--- src/rtl/dot_cursor_mover_if.sv ---
// Bus between the cursor mover and its surroundings: keypad codes in, cursor
// position, move pulse and 8x8 dot-matrix drive out.
interface dot_cursor_mover_if;
    logic [1:0] vir;
    logic [1:0] hor;
    logic [2:0] x;
    logic [2:0] y;
    logic       moved;
    logic [7:0] dm_row;
    logic [7:0] dm_col;

    modport master (
        output vir, hor,
        input  x, y, moved, dm_row, dm_col
    );

    modport slave (
        input  vir, hor,
        output x, y, moved, dm_row, dm_col
    );
endinterface

--- src/rtl/dot_cursor_mover.sv ---
// Keypad-driven cursor on an 8x8 grid with auto-repeat while a direction is
// held, plus a row-scanned dot-matrix driver showing the cursor position.
module dot_cursor_mover #(
    parameter int STEP_DIV = 16,
    parameter int SCAN_DIV = 4,
    parameter int WRAP     = 0,
    parameter int X0       = 3,
    parameter int Y0       = 3
) (
    input  logic               clk,
    input  logic               reset,
    dot_cursor_mover_if.slave  bus
);
    localparam int CW = $clog2(STEP_DIV);
    localparam int SW = (SCAN_DIV > 1) ? $clog2(SCAN_DIV) : 1;

    localparam logic [1:0] S_IDLE = 2'd0;
    localparam logic [1:0] S_STEP = 2'd1;
    localparam logic [1:0] S_HOLD = 2'd2;

    logic [3:0]    dir_reg;
    logic [3:0]    step_dir_reg, step_dir_next;
    logic [1:0]    state_reg, state_next;
    logic [CW-1:0] cnt_reg, cnt_next;
    logic [2:0]    x_reg, x_next;
    logic [2:0]    y_reg, y_next;
    logic          moved_reg, moved_next;
    logic [SW-1:0] scan_reg, scan_next;
    logic [2:0]    r_reg, r_next;
    logic [7:0]    dm_row_reg, dm_row_next;
    logic [7:0]    dm_col_reg, dm_col_next;
    logic [7:0]    row_onehot, col_onehot;
    logic          dir_active;

    // Codes 00 and 11 are both "no move"; only 10/01 decode to a direction.
    assign dir_active = (^dir_reg[3:2]) | (^dir_reg[1:0]);

    function automatic logic [2:0] step_axis(input logic [2:0] pos, input logic [1:0] code);
        case (code)
            2'b10:   return (pos == 3'd0 && WRAP == 0) ? pos : pos - 3'd1;
            2'b01:   return (pos == 3'd7 && WRAP == 0) ? pos : pos + 3'd1;
            default: return pos;
        endcase
    endfunction

    always_comb begin
        state_next    = state_reg;
        cnt_next      = cnt_reg;
        step_dir_next = step_dir_reg;
        x_next        = x_reg;
        y_next        = y_reg;
        case (state_reg)
            S_IDLE: begin
                if (dir_active) begin
                    state_next    = S_STEP;
                    step_dir_next = dir_reg;
                end
            end
            S_STEP: begin
                x_next     = step_axis(x_reg, step_dir_reg[3:2]);
                y_next     = step_axis(y_reg, step_dir_reg[1:0]);
                cnt_next   = CW'(STEP_DIV - 1);
                state_next = S_HOLD;
            end
            S_HOLD: begin
                // The direction is captured when entering S_STEP, so a key
                // change mid-hold neither restarts the count nor is lost.
                if (!dir_active) begin
                    state_next = S_IDLE;
                end else if (cnt_reg == CW'(1)) begin
                    cnt_next      = '0;
                    state_next    = S_STEP;
                    step_dir_next = dir_reg;
                end else begin
                    cnt_next = cnt_reg - CW'(1);
                end
            end
            default: state_next = S_IDLE;
        endcase
        moved_next = (x_next != x_reg) || (y_next != y_reg);
    end

    always_comb begin
        scan_next = scan_reg + SW'(1);
        r_next    = r_reg;
        if (scan_reg == SW'(SCAN_DIV - 1)) begin
            scan_next = '0;
            r_next    = r_reg + 3'd1;
        end
    end

    genvar gi;
    generate
        for (gi = 0; gi < 8; gi++) begin : g_dec
            assign row_onehot[gi] = (r_next == 3'(gi));
            assign col_onehot[gi] = (x_next == 3'(gi));
        end
    endgenerate

    // Built from next-state values so the row strobe and its column data
    // always change together and track the cursor without a lag.
    assign dm_row_next = ~row_onehot;
    assign dm_col_next = (r_next == y_next) ? col_onehot : 8'h00;

    always_ff @(posedge clk) begin
        if (reset) begin
            dir_reg      <= 4'b0000;
            step_dir_reg <= 4'b0000;
            state_reg    <= S_IDLE;
            cnt_reg      <= '0;
            x_reg        <= 3'(X0);
            y_reg        <= 3'(Y0);
            moved_reg    <= 1'b0;
            scan_reg     <= '0;
            r_reg        <= 3'd0;
            dm_row_reg   <= 8'hFE;
            dm_col_reg   <= 8'h00;
        end else begin
            dir_reg      <= {bus.vir, bus.hor};
            step_dir_reg <= step_dir_next;
            state_reg    <= state_next;
            cnt_reg      <= cnt_next;
            x_reg        <= x_next;
            y_reg        <= y_next;
            moved_reg    <= moved_next;
            scan_reg     <= scan_next;
            r_reg        <= r_next;
            dm_row_reg   <= dm_row_next;
            dm_col_reg   <= dm_col_next;
        end
    end

    assign bus.x      = x_reg;
    assign bus.y      = y_reg;
    assign bus.moved  = moved_reg;
    assign bus.dm_row = dm_row_reg;
    assign bus.dm_col = dm_col_reg;
endmodule
--- src/flat_wrapper.sv ---
// flat-port wrapper written by rule: the top's interface ports become plain ports
module dot_cursor_mover_flat 
#(
    parameter int STEP_DIV = 16,
    parameter int SCAN_DIV = 4,
    parameter int WRAP     = 0,
    parameter int X0       = 3,
    parameter int Y0       = 3
)
  (clk, reset, bus_vir, bus_hor, bus_x, bus_y, bus_moved, bus_dm_row, bus_dm_col);
  dot_cursor_mover_if bus_i ();
  input  logic clk;
  input  logic reset;
  input wire logic [$bits(bus_i.vir)-1:0] bus_vir;
  input wire logic [$bits(bus_i.hor)-1:0] bus_hor;
  output wire logic [$bits(bus_i.x)-1:0] bus_x;
  output wire logic [$bits(bus_i.y)-1:0] bus_y;
  output wire logic [$bits(bus_i.moved)-1:0] bus_moved;
  output wire logic [$bits(bus_i.dm_row)-1:0] bus_dm_row;
  output wire logic [$bits(bus_i.dm_col)-1:0] bus_dm_col;
  assign bus_i.vir = bus_vir;
  assign bus_i.hor = bus_hor;
  assign bus_x = bus_i.x;
  assign bus_y = bus_i.y;
  assign bus_moved = bus_i.moved;
  assign bus_dm_row = bus_i.dm_row;
  assign bus_dm_col = bus_i.dm_col;
  dot_cursor_mover #(.STEP_DIV(STEP_DIV), .SCAN_DIV(SCAN_DIV), .WRAP(WRAP), .X0(X0), .Y0(Y0)) u_core (.clk(clk), .reset(reset), .bus(bus_i));
endmodule
--- config.mk ---
export PLATFORM = sky130hd
export DESIGN_NAME = dot_cursor_mover_flat
export DESIGN_NICKNAME = d
export VERILOG_FILES = /design/src/rtl/dot_cursor_mover_if.sv /design/src/rtl/dot_cursor_mover.sv /design/src/flat_wrapper.sv
export SDC_FILE = /design/constraint.sdc
export NUM_CORES = 1
export LEC_CHECK = 0
export CAP_MARGIN = 0
export CORE_MARGIN = 5
export CORE_UTILIZATION = 35
export CTS_BUF_LIST = sky130_fd_sc_hd__clkbuf_4
export DETAILED_ROUTE_END_ITERATION = 12
export SLEW_MARGIN = 30
export SYNTH_ARGS = -nofsm -noshare
export SYNTH_HDL_FRONTEND = slang
export SYNTH_SLANG_ARGS = --single-unit
--- constraint.sdc ---
create_clock -name clk -period 3.88 [get_ports clk]
set_input_delay 0.776 -clock clk [delete_from_list [all_inputs] [get_ports clk]]
set_output_delay 0.776 -clock clk [all_outputs]
set_load 0.03 [all_outputs]
==> impl_metrics.env <==
export IMPL_initial_core_util_pct=36.18
export IMPL_fin_ws_ps=1439
export IMPL_clkTransAtPathRegs_ps=130
export IMPL_postCtsHoldBufs=0
export IMPL_die_width_um=88.23
export IMPL_synth_edf_count=0
export IMPL_cp_top_family="buffers and inverters"
export IMPL_nets=286
export IMPL_yosysSeqAreaShare_pct=39.25
export IMPL_port_buffers=28
export IMPL_fin_util_pct=42.48
export IMPL_synth_area_um2=2142
export IMPL_slew_violations=0
export IMPL_crit_slowest_cell="clkdlybuf4s50_1"
export IMPL_tightestPinTransition_ps=564.5
export IMPL_layout_common_cells="42 x dfxtp_1, 27 x clkdlybuf4s50_1, 26 x nor2_1, 24 x nand2_1, 14 x ha_1"
export IMPL_synthTopCellsByArea="dfxtp_1 39%, ha_1 8.2%, nor2_1 4.6%"
export IMPL_dp_cells=334
export IMPL_fin_crit_sh_pct=62.92
export IMPL_worstSetupEndpointType="output port"
export IMPL_vias=1706
export IMPL_syn_nets=260
export IMPL_row_count=28
export IMPL_hold_violations=0
export IMPL_ios=29
export IMPL_die_h_um=88.23
export IMPL_syn_area_per_cell_um2=8.925
export IMPL_synth_area_mux_share_pct=3.329
export IMPL_status="finished, final reports clean"
export IMPL_cts_max_path_buffers=2
export IMPL_power_per_cell_area_nw_per_um2=348.8
export IMPL_antenna_found_initial=0
export IMPL_clock_latency_ps=350
export IMPL_reg2reg_from="u_core.bus.y[0]"
export IMPL_synth_compound_gate_area_share_pct=14.84
export IMPL_vdd_drop_max_mv=0.2546
export IMPL_layout_commonest_cell="dfxtp_1"
export IMPL_slowest_delay_ps=750
export IMPL_clock_skew_ps=12.71
export IMPL_grt_max_degree=30
export IMPL_final_antenna_net_count=0
export IMPL_cp_required_ps=3100
export IMPL_layout_drive_gt1_share_pct=7.865
export IMPL_cts_sinks=42
export IMPL_cts_root_buf="clkbuf_4"
export IMPL_yosys_most_used_dff="dfxtp_1"
export IMPL_crit_path_start_kind="register"
export IMPL_synthAdderAreaFrac_pct=8.178
export IMPL_synth_area_leader_cell="dfxtp_1"
export IMPL_cts_buffers=5
export IMPL_layoutNonFillerInstCount=342
export IMPL_worstSetupStartpoint="u_core.bus.y[2]"
export IMPL_p_leak_uw=0.0009715
export IMPL_ys_types=55
export IMPL_synth_xor_xnor_area_share_pct=3.213
export IMPL_wire_per_inst_um=12.11
export IMPL_pre_cts_ws_ps=1366
export IMPL_p_total_uw=877.3
export IMPL_grt_pass1_vias=1599
export IMPL_drc=0
export IMPL_antenna_cells=0
export IMPL_fin_tns_setup_ps=0
export IMPL_crit_path_cell_trace="clkdlybuf4s50_1"
export IMPL_r2r_setup_slack_ps=1560
export IMPL_firstDrtPassIters=4
export IMPL_cts_setup_buffers=0
export IMPL_grt_usage_pct=11.52
export IMPL_worstPathArrival_ps=1670
export IMPL_synth_top_family_by_area="simple AND/OR/NAND/NOR gates"
export IMPL_rsz0062_at_grt="no"
export IMPL_cts_tree="done"
export IMPL_grt_pass1_wl_um=7148
export IMPL_hp_class="register to register"
export IMPL_core_area_um2=5921
export IMPL_finalSetupViolations=0
export IMPL_synth_seq_cells=42
export IMPL_dr_first_iter_drc_count=114
export IMPL_cts_max_level=2
export IMPL_fmax_ghz=0.4096
export IMPL_routed_wl_um=4143
export IMPL_relSlewSlack_pct=62.29
export IMPL_min_from="u_core.scan_reg[0]"
export IMPL_grt_overflow_total=0
export IMPL_yosysTopAreaCellShare_pct=39.25
export IMPL_final_min_clock_period_ps=2441
export IMPL_synth_simple_gate_area_share_pct=26.58
export IMPL_path_buf_inv=1
export IMPL_critical_path_max_fanout=12
export IMPL_place_hpwl_um=3140
export IMPL_synth_async_reset_ratio_pct=0
export IMPL_max_cap_violations=0
export IMPL_syn_inst=240
export IMPL_via_per_inst=4.988
export IMPL_yosys_warnings=0
export IMPL_synthToLayoutAreaGrowth_pct=17.41
export IMPL_cts_resized_gates=0
export IMPL_place_congestion=0.8334
export IMPL_crit_type="register to output port"
export IMPL_dieArea_um2=7785
export IMPL_fill_cells=589
[layer usage]
metal | vias up | GRT usage, % | part of all wire [%]
met5 | - | 0 | 0
met4 | 0 | 3.297 | 1.1
met3 | 8 | 2.607 | 3.7
met2 | 25 | 19.17 | 48
met1 | 781 | 14.99 | 48
li1 | 892 | - | -
[per-stage QoR]
step | cell area (um2) | hold WS (ps)
after floorplan | 2142 | 397.7
after global placement | 2466 | 407.7
after detailed placement | 2466 | 415.3
after CTS | 2520 | 434.3
after global routing | 2515 | 460.3
final | 2515 | 431.8
[where the power goes]
part	switching (uW)	internal [uW]	leakage, uW
Sequential	26.2	455	0.000343
Combinational	104	82.1	0.000600
Clock	142	67.5	0.0000286
[Yosys cell counts (2+ instances only)]
master    instances
xnor2_1           3
inv_1            11
inv_2             2
nor2_1           26
nor3_1            5
o21ai_0           3
buf_2             4
and3b_1           3
or3_1             2
nand3b_1          2
nand2_1          24
nand3_1           9
a211oi_1          4
nor3b_1           3
o21ai_1           7
o22ai_1           3
ha_1             14
a32oi_1           3
nand2b_1          3
dfxtp_1          42
mux2i_1           6
or2_1             2
a31oi_1           2
xor2_1            3
nor2b_1          12
a21oi_1          11
clkbuf_1          3
[final timing paths]
path | endpoint | cells after the start
worst max-delay path | bus_y[2] | 1
worst min-delay path | u_core.scan_reg[0] | 1
worst max register to register | u_core.bus.dm_col[0] | 8
worst min register to register | u_core.scan_reg[0] | 1
[final cells by class]
class / count / area, um2 / area share [%]
Multi-Input combinational cell: 176 / 1202 / 47.81
Sequential cell: 42 / 840.8 / 33.43
Timing Repair Buffer: 28 / 275.3 / 10.95
Tap cell: 75 / 93.84 / 3.731
Inverter: 13 / 48.80 / 1.940
Clock buffer: 5 / 37.54 / 1.493
Clock inverter: 3 / 16.27 / 0.6468
[logic make-up after synthesis]
kind of cell	count (synthesis)
simple gates	102
compound gates	46
flops	42
buf+inv	22
fa+ha+maj	14
xor+xnor	7
mux	7
Power figures use the tool's default switching activity.
